**src/rtl/osd_pkg.sv**
```systemverilog
// -----------------------------------------------------------------------------
// osd_pkg
// Shared constants and helpers for the OSD text overlay path.
//   RGB_W     : pixel colour width (RGB888)
//   GLYPH_W/H : glyph cell size in pixels / lines
//   CHAR_W    : stored character code width (7-bit ASCII)
//   CNT_W     : pixel / line counter width
//   OSD_LAT   : fixed video latency through osd_char_render, in clock edges
//   rom_addr_of() : glyph ROM address = {char code, glyph row}
// -----------------------------------------------------------------------------
package osd_pkg;

    localparam int RGB_W   = 24;
    localparam int GLYPH_W = 8;
    localparam int GLYPH_H = 16;
    localparam int CHAR_W  = 7;
    localparam int GROW_W  = 4;
    localparam int CNT_W   = 12;
    localparam int OSD_LAT = 4;

    function automatic logic [CHAR_W+GROW_W-1:0] rom_addr_of(
        input logic [CHAR_W-1:0] ch,
        input logic [GROW_W-1:0] grow
    );
        return {ch, grow};
    endfunction

endpackage

```
**src/rtl/osd_text_buf.sv**
```systemverilog
// -----------------------------------------------------------------------------
// osd_text_buf
// Character cell storage for the OSD window: one write port from the command
// side and one synchronous read port for the video side. A read and a write to
// the same cell on the same edge returns the previous contents.
// Ports:
//   clk   : pixel clock
//   we    : write strobe
//   waddr : write cell address {row, col}
//   wdata : ASCII code to store
//   raddr : read cell address {row, col}
//   rdata : registered character code (one edge after raddr)
// -----------------------------------------------------------------------------
module osd_text_buf
    import osd_pkg::*;
#(
    parameter int AW = 7
) (
    input  logic              clk,
    input  logic              we,
    input  logic [AW-1:0]     waddr,
    input  logic [CHAR_W-1:0] wdata,
    input  logic [AW-1:0]     raddr,
    output logic [CHAR_W-1:0] rdata
);

    localparam int DEPTH = 1 << AW;

    logic [CHAR_W-1:0] mem [DEPTH];

    // Contents are never reset; cells are undefined until written.
    always_ff @(posedge clk) begin
        if (we) begin
            mem[waddr] <= wdata;
        end
        rdata <= mem[raddr];
    end

endmodule

```
**src/rtl/osd_char_render.sv**
```systemverilog
// -----------------------------------------------------------------------------
// osd_char_render
// Tracks the pixel position of the incoming video, looks up the character
// under each pixel in the text buffer, fetches the glyph row from the external
// ascii_char_rom and paints foreground pixels over the video. Timing signals
// and video travel through a fixed 4-edge pipeline regardless of the window.
//
// Optional build macro OSD_BG_BLEND_EN: when defined, in-window background
// pixels are output at half intensity per channel; otherwise they pass through.
//
// Ports:
//   clk, rst_n                  : pixel clock, asynchronous active-low reset
//   osd_en                      : overlay enable, sampled with each pixel
//   osd_x, osd_y                : window top-left corner (pixels, lines)
//   txt_we/txt_waddr/txt_wdata  : text buffer write port, address {row, col}
//   vin_de/vin_hs/vin_vs/vin_data : input video
//   rom_addr / rom_data         : glyph ROM interface, {char, glyph_row} / row bits
//   vout_de/vout_hs/vout_vs/vout_data : delayed, overlaid video
// -----------------------------------------------------------------------------
module osd_char_render
    import osd_pkg::*;
#(
    parameter int          COLS     = 32,
    parameter int          ROWS     = 4,
    parameter int          GLYPH_W  = osd_pkg::GLYPH_W,
    parameter int          GLYPH_H  = osd_pkg::GLYPH_H,
    parameter int          ROM_AW   = 11,
    parameter int          ROM_DW   = 9,
    parameter logic [23:0] FG_COLOR = 24'hFFFFFF
) (
    input  logic                         clk,
    input  logic                         rst_n,
    input  logic                         osd_en,
    input  logic [11:0]                  osd_x,
    input  logic [11:0]                  osd_y,
    input  logic                         txt_we,
    input  logic [$clog2(COLS*ROWS)-1:0] txt_waddr,
    input  logic [6:0]                   txt_wdata,
    input  logic                         vin_de,
    input  logic                         vin_hs,
    input  logic                         vin_vs,
    input  logic [23:0]                  vin_data,
    output logic [ROM_AW-1:0]            rom_addr,
    input  logic [ROM_DW-1:0]            rom_data,
    output logic                         vout_de,
    output logic                         vout_hs,
    output logic                         vout_vs,
    output logic [23:0]                  vout_data
);

    localparam int COL_W = $clog2(COLS);
    localparam int ROW_W = $clog2(ROWS);
    localparam int TA_W  = COL_W + ROW_W;

    localparam logic [CNT_W-1:0] WIN_W = CNT_W'(COLS * GLYPH_W);
    localparam logic [CNT_W-1:0] WIN_H = CNT_W'(ROWS * GLYPH_H);

    function automatic logic [CNT_W-1:0] sat_inc(input logic [CNT_W-1:0] v);
        return (&v) ? v : v + CNT_W'(1);
    endfunction

`ifdef OSD_BG_BLEND_EN
    function automatic logic [RGB_W-1:0] half_rgb(input logic [RGB_W-1:0] c);
        return {1'b0, c[23:17], 1'b0, c[15:9], 1'b0, c[7:1]};
    endfunction
`endif

    logic [CNT_W-1:0] x_cnt;
    logic [CNT_W-1:0] y_cnt;
    logic [CNT_W-1:0] rel_x;
    logic [CNT_W-1:0] rel_y;
    logic             in_win;
    logic             de_fall;
    logic             vs_rise;

    logic [TA_W-1:0]   raddr_p0;
    logic [2:0]        pcol_p0, pcol_p1, pcol_p2, pcol_p3;
    logic [3:0]        grow_p0, grow_p1;
    logic              win_p0, win_p1, win_p2, win_p3;
    logic [RGB_W-1:0]  rgb_p0, rgb_p1, rgb_p2, rgb_p3;
    logic              vld_p0, vld_p1, vld_p2, vld_p3;
    logic              hs_p0, hs_p1, hs_p2, hs_p3;
    logic              vs_p0, vs_p1, vs_p2, vs_p3;
    logic [CHAR_W-1:0] char_p1;

    logic [7:0]        glyph;
    logic [2:0]        bit_idx;
    logic              fg_hit;
    logic [RGB_W-1:0]  bg_rgb;
    logic [ROM_DW-9:0] unused_rom_bits;

    // vld_p0 / vs_p0 hold the previous input sample, so they double as edge history.
    assign de_fall = vld_p0 & ~vin_de;
    assign vs_rise = vin_vs & ~vs_p0;

    // Unsigned wrap makes pixels left of / above the window compare as huge.
    assign rel_x  = x_cnt - osd_x;
    assign rel_y  = y_cnt - osd_y;
    assign in_win = osd_en && (rel_x < WIN_W) && (rel_y < WIN_H);

    always_ff @(posedge clk or negedge rst_n) begin
        if (!rst_n) begin
            x_cnt <= '0;
            y_cnt <= '0;
        end else begin
            if (vin_de) begin
                x_cnt <= sat_inc(x_cnt);
            end else if (de_fall) begin
                x_cnt <= '0;
            end
            if (vs_rise) begin
                y_cnt <= '0;
            end else if (de_fall) begin
                y_cnt <= sat_inc(y_cnt);
            end
        end
    end

    osd_text_buf #(
        .AW(TA_W)
    ) u_text_buf (
        .clk  (clk),
        .we   (txt_we),
        .waddr(txt_waddr),
        .wdata(txt_wdata),
        .raddr(raddr_p0),
        .rdata(char_p1)
    );

    assign glyph           = rom_data[7:0];
    assign unused_rom_bits = rom_data[ROM_DW-1:8];
    assign bit_idx         = 3'd7 - pcol_p3;
    assign fg_hit          = win_p3 && glyph[bit_idx];

`ifdef OSD_BG_BLEND_EN
    assign bg_rgb = win_p3 ? half_rgb(rgb_p3) : rgb_p3;
`else
    assign bg_rgb = rgb_p3;
`endif

    // The whole video pipeline is cleared so nothing stale leaks out after reset.
    always_ff @(posedge clk or negedge rst_n) begin
        if (!rst_n) begin
            raddr_p0  <= '0;
            pcol_p0   <= '0;
            grow_p0   <= '0;
            win_p0    <= 1'b0;
            rgb_p0    <= '0;
            vld_p0    <= 1'b0;
            hs_p0     <= 1'b0;
            vs_p0     <= 1'b0;
            pcol_p1   <= '0;
            grow_p1   <= '0;
            win_p1    <= 1'b0;
            rgb_p1    <= '0;
            vld_p1    <= 1'b0;
            hs_p1     <= 1'b0;
            vs_p1     <= 1'b0;
            rom_addr  <= '0;
            pcol_p2   <= '0;
            win_p2    <= 1'b0;
            rgb_p2    <= '0;
            vld_p2    <= 1'b0;
            hs_p2     <= 1'b0;
            vs_p2     <= 1'b0;
            pcol_p3   <= '0;
            win_p3    <= 1'b0;
            rgb_p3    <= '0;
            vld_p3    <= 1'b0;
            hs_p3     <= 1'b0;
            vs_p3     <= 1'b0;
            vout_de   <= 1'b0;
            vout_hs   <= 1'b0;
            vout_vs   <= 1'b0;
            vout_data <= '0;
        end else begin
            // ---- p0: sample input, split position into cell / glyph coordinates
            raddr_p0 <= {rel_y[4 +: ROW_W], rel_x[3 +: COL_W]};
            pcol_p0  <= rel_x[2:0];
            grow_p0  <= rel_y[3:0];
            win_p0   <= in_win;
            rgb_p0   <= vin_data;
            vld_p0   <= vin_de;
            hs_p0    <= vin_hs;
            vs_p0    <= vin_vs;
            // ---- p1: text buffer returns the character code
            pcol_p1  <= pcol_p0;
            grow_p1  <= grow_p0;
            win_p1   <= win_p0;
            rgb_p1   <= rgb_p0;
            vld_p1   <= vld_p0;
            hs_p1    <= hs_p0;
            vs_p1    <= vs_p0;
            // ---- p2: glyph ROM address; held outside the window to avoid toggling
            if (win_p1) begin
                rom_addr <= ROM_AW'(rom_addr_of(char_p1, grow_p1));
            end
            pcol_p2  <= pcol_p1;
            win_p2   <= win_p1;
            rgb_p2   <= rgb_p1;
            vld_p2   <= vld_p1;
            hs_p2    <= hs_p1;
            vs_p2    <= vs_p1;
            // ---- p3: ROM samples the address; its data is valid before the next edge
            pcol_p3  <= pcol_p2;
            win_p3   <= win_p2;
            rgb_p3   <= rgb_p2;
            vld_p3   <= vld_p2;
            hs_p3    <= hs_p2;
            vs_p3    <= vs_p2;
            // ---- output: pick glyph pixel or video
            vout_de   <= vld_p3;
            vout_hs   <= hs_p3;
            vout_vs   <= vs_p3;
            vout_data <= fg_hit ? FG_COLOR : bg_rgb;
        end
    end

endmodule

```
**config.mk**
```make
export PLATFORM = sky130hd
export DESIGN_NAME = osd_char_render
export DESIGN_NICKNAME = d
export VERILOG_FILES = /design/src/rtl/osd_pkg.sv /design/src/rtl/osd_text_buf.sv /design/src/rtl/osd_char_render.sv
export SDC_FILE = /design/constraint.sdc
export NUM_CORES = 1
export LEC_CHECK = 0
export ABC_AREA = 0
export CORE_ASPECT_RATIO = 1.25
export CORE_MARGIN = 8
export CORE_UTILIZATION = 55
export CTS_CLUSTER_SIZE = 16
export DETAILED_ROUTE_END_ITERATION = 8
export PLACE_DENSITY = 0.81
export REMOVE_ABC_BUFFERS = 1
export SLEW_MARGIN = 15
export SYNTH_ARGS = -nofsm -noshare
export SYNTH_HDL_FRONTEND = slang
export SYNTH_HIERARCHICAL = 1
export SYNTH_SLANG_ARGS = --single-unit
export TNS_END_PERCENT = 20
```
**constraint.sdc**
```tcl
create_clock -name clk -period 3.1 [get_ports clk]
set_clock_uncertainty 0.2 [all_clocks]
set_input_delay 0.93 -clock clk [delete_from_list [all_inputs] [get_ports clk]]
set_output_delay 0.93 -clock clk [all_outputs]
set_load 0.05 [all_outputs]
```
# ---- After elaboration in Yosys (flattened, before gate mapping)
# Memories as Yosys holds them, arrays and structs flattened. A register that Yosys moved wholly into a read port is not among the register bits.
# Index checks and enable logic that the tools add are counted.
dict set report op_classes {
  addsub 5
  bitwise_logic 4
  n_mux 11
  n_eq_ne 2
  order_cmp 3
  reduce_logical 9
}
# operator n
set op_table {}
lappend op_table {{$mux W12} 6}
lappend op_table {{$add A12 B1 Y12 const B} 2}
lappend op_table {{$mux W24} 1}
lappend op_table {{$reduce_and A12 Y1} 2}
lappend op_table {{$sub A12 B12 Y12} 2}
lappend op_table {{$lt A12 B7 Y1 const B} 1}
lappend op_table {{$lt A12 B9 Y1 const B} 1}
lappend op_table {{$lt A3 B4 Y1 const B} 1}
lappend op_table {{$ne A2 B2 Y1 const B} 2}
lappend op_table {{$reduce_and A2 Y1} 2}
lappend op_table {{$reduce_bool A2 Y1} 2}
lappend op_table {{$bmux W1 S3} 1}
lappend op_table {{$logic_and A1 B1 Y1} 3}
lappend op_table {{$mux W1} 3}
lappend op_table {{$sub A3 B3 Y3 const A} 1}
lappend op_table {{$and A1 B1 Y1} 2}
lappend op_table {{$not A1 Y1} 2}
dict set report totals {
  word_cells 69
  memories 1
  ff_bits 201
  mem_bits_rw 896
}
# name words word_bits read_ports rd_clocked_by_memory_dff wr line_no
set mem_list {}
lappend mem_list {u_text_buf.mem 128 7 1 1 1 osd_text_buf.sv:29} ;# logic [CHAR_W-1:0] mem [DEPTH];

# ---- Logic depth before layout (Yosys ltp)
dict set report depth {
  ltp_word 5
  depth_mapped 10
}

# ---- By module
# Netlist, hierarchy kept.
# mod cells_per_inst seq_area_each_um2 area_each_um2 n_inst
set by_module_without_submodules {}
lappend by_module_without_submodules {osd_text_buf 1453 27045.9 34807.1 1}
lappend by_module_without_submodules {osd_char_render 507 5029.8 7148.1 1}

# ---- Least setup slack after synthesis
# OpenSTA, ideal clock, no wires.
dict set report synth_timing {
  kind {reg-to-reg}
  from {register raddr_p0[0]}
  to {register u_text_buf.rdata[0] (read register of u_text_buf.mem)}
  path_stages_with_launch 7
  setup_ns 0.121
  setup_slack_ns 0.090
  period_less_slack_ns 3.010
  t_arrival_ns 2.689
  required_ns 2.779
  cell_sequence {dfrtp_1 > buf_2 > clkbuf_1 > mux4_2 > mux4_2 > mux4_2 > mux2_2}
}
# element line_no
set synth_lines {}
lappend synth_lines {{start: declaration} osd_char_render.sv:76} ;# logic [TA_W-1:0] raddr_p0;
lappend synth_lines {{start signal: assignment} osd_char_render.sv:178} ;# raddr_p0 <= {rel_y[4 +: ROW_W], rel_x[3 +: COL_W]};
lappend synth_lines {{end: declaration} osd_text_buf.sv:24} ;# output logic [CHAR_W-1:0] rdata

==> reports/metrics.cfg <==
[detailed_routing]
viasPerCell = 6.41
drc_errors = 0
vias = 22100
first_pass_iters = 5
dr.first_iter.drc_count = 2968
wire_per_inst_um = 30.8
ant_nets = 0
wl_um = 106000

[power_and_ir_drop]
power_density_nw_per_um2 = 747
p_leak_nw = 17.7
irDropWorstVdd_v = 0.000461

[min_path]
min_to = rgb_p2[4]
hp-class = reg2reg
min_from = rgb_p1[4]
holdPathStages = 0

[floorplan]
dieHeight_um = 325
die_area_sq_um = 85400
num_rows = 113
io_pins = 116
die_w_um = 263
core_sq_um = 75800
initial_core_util_pct = 55.4

[timing]
rsz0062_at_grt = true
fin_ws_ps = -185
fmax_mhz = 304
period_needed_ps = 3280
hold_viol_final = 0
slew_viol_final = 0
tightest_slew_ps = 827
final-setup-viol-count = 7
finalSetupTns_ps = -1030
finalCritPeriodShare_pct = 106
max-slew-margin-rel_pct = 44.9

[run]
maxCapViolCount = 0

[critical_path]
crit_family = multiplexers
endpoint_kind = flip-flop
path_buf_inv = 3
required_ps = 3450
r2r-start = raddr_p0[0]
start_kind = flip-flop
crit_chain = buf_12 -> bufbuf_16 -> buf_4 -> mux4_2 -> mux4_2 -> mux4_2 -> mux2_4
r2r_cells = 7
arrival_ps = 3630
r2r_setup_slack_ps = -180
max_stage_delay_ps = 560
path_class = reg2reg
critical_path.slowest_cell = mux4_2
cp_max_fo = 7
r2r_end = u_text_buf/rdata[3]
path_common_cell = mux4_2

[synth]
synth_common_cells = edfxtp_1 (896), mux4_2 (296), dfrtp_1 (201)
netlist_instances = 1960
synth_ff_type = edfxtp_1
yosysTopAreaCell = edfxtp_1
yosysMostFrequentCell = edfxtp_1
synthArstFlopShare_pct = 18.2
ys_ff_latch = 1104
synthDistinctLibCells = 58
yosys_warnings = 6
syn_area_sq_um = 42000
avgSynthCellArea_sq_um = 21.4
yosysTopAreaCellShare_pct = 64.1
synth-edff-count = 896
yosysSeqAreaShare_pct = 76.5
synthTopCellsByArea = edfxtp_1 (64%), mux4_2 (16%), dfrtp_1 (12%)

[clocking]
path_clk_slew_ps = 70
insertion_delay_ps = 680
cts_buffers = 99
numClockSinks = 1104
h-tree-depth = 3
root_buffer = clkbuf_16
clockBufferDepth = 3
cts_tree = yes

[placed_design]
io_buffer_count = 114
dp.cells = 3247
pre_cts_ws_ps = -392
hpwl_um = 61500
place_congestion = 0.877
place_area_sq_um = 46600

[global_route]
grt_overflow = 0
grt_usage_pct = 24.4
grt_max_degree = 129
grt_pass1_vias = 23200
grt_pass1_wl_um = 155000
antenna_found_initial = 3

[finish]
final_layout_size_suffix_gt1_share_pct = 32.1
post-route-cell-area_sq_um = 50500
nets = 2495
area.growth.synth_to_final_pct = 20.3
finalNonFillerCells = 3452

[status]
status = finished, violations left
violations = setup timing

-- worst max-delay path by stage --
| stage | start | endpoint | slack, ps | depth (start not counted) |
|---|---|---|---|---|
| 6_report | raddr_p0[0] | u_text_buf/rdata[3] | -180 | 7 |
| 5_1_grt | raddr_p0[0] | u_text_buf/rdata[3] | -200 | 7 |
| 4_1_cts | raddr_p0[0] | u_text_buf/rdata[5] | -120 | 8 |
| 3_5_place_dp | osd_y[0] | win_p0 | -390 | 10 |
| 3_3_place_gp | osd_y[0] | win_p0 | -400 | 10 |
| 2_1_floorplan | raddr_p0[0] | u_text_buf/rdata[0] | -7550 | 4 |
-- per-stage QoR --
step	util, %	hold WS [ps]	total power [mW]
CTS	66.4	147	37.6
floorplan	-	131	20.3
detailed placement	61.5	135	24.1
global route	66.6	148	38.7
finish	66.6	143	37.7
global placement	61.5	132	23.9
-- final cells by class --
cell class	instances	area (sq um)
inverters	32	120
clock buffers	127	2770
well taps	977	1220
diodes	1	2.50
clock inverters	57	654
repair buffers	417	4230
multi-input cells	737	9380
flip-flops and latches	1104	32100
fillers	4427	25300
-- cells in the final DEF (no fill, tap or decap), types with 9 or more instances in the layout --
cell type,synthesis,routed
nor2b_1,11,11
mux4_2,296,296
clkbuf_16,0,108
nand3_1,24,24
nor2_1,147,147
nand2_1,38,38
nand4_1,9,9
a21o_1,9,9
bufinv_16,0,13
nand2b_1,34,34
nor3_1,12,12
mux2_2,19,13
xnor2_1,10,10
buf_12,0,45
ha_1,24,24
inv_1,32,32
o21ai_0,10,10
xor2_1,18,18
clkinv_2,0,20
edfxtp_1,896,896
clkdlybuf4s50_1,0,106
buf_4,15,245
clkinv_1,0,11
dfrtp_1,201,197
a21oi_1,19,19
clkbuf_1,53,17
-- report_power, final --
| part | switching, mW | internal, mW | total (mW) |
|---|---|---|---|
| registers | 0.204 | 16.4 | 16.6 |
| clock network | 5.44 | 7.42 | 12.9 |
| logic | 3.78 | 4.50 | 8.28 |
| total | 9.43 | 28.3 | 37.7 |
-- routing by layer --
layer  routed length, um  share of wire, %  global-route usage [%]  up-vias
met1               36300                34                    30.6    11500
met5                  30             0.028                       0        -
li1                    -                 -                       -     8783
met2               54300                51                    41.8     1547
met3               10500               9.9                    4.82      282
met4                5090               4.8                    10.1        4
-- timing repair --
item / 4_1_cts / 5_1_grt
endpoints found under the setup margin: 7 / 7
hold endpoints to repair: 7 / 0
hold buffers: 1 / 0
gates cloned: 6 / 2
setup buffers: 9 / 2
gates resized for setup: 24 / 6
-- state kept, by name, summed over array words and instances, names as in the netlist, 3 cells and up --
register,count
bg_rgb,24
grow_p0,4
grow_p1,4
pcol_p0,3
pcol_p1,3
pcol_p2,3
pcol_p3,3
raddr_p0,7
rgb_p0,24
rgb_p1,24
rgb_p2,24
rom_addr,11
u_text_buf/mem,896
u_text_buf/rdata,7
vout_data,24
x_cnt,12
y_cnt,12
-- cells by family after synthesis --
| group | share of synthesized area, % |
|---|---|
| AO/OA/AOI/OAI | 1.10 |
| buffers and inverters | 1.25 |
| flip-flops | 76.5 |
| multiplexers | 16.5 |
| adder cells (fa/ha/maj) | 0.811 |
| XOR/XNOR | 0.585 |
| AND/OR/NAND/NOR | 3.30 |
No activity file was read; power rests on OpenSTA's default activity.
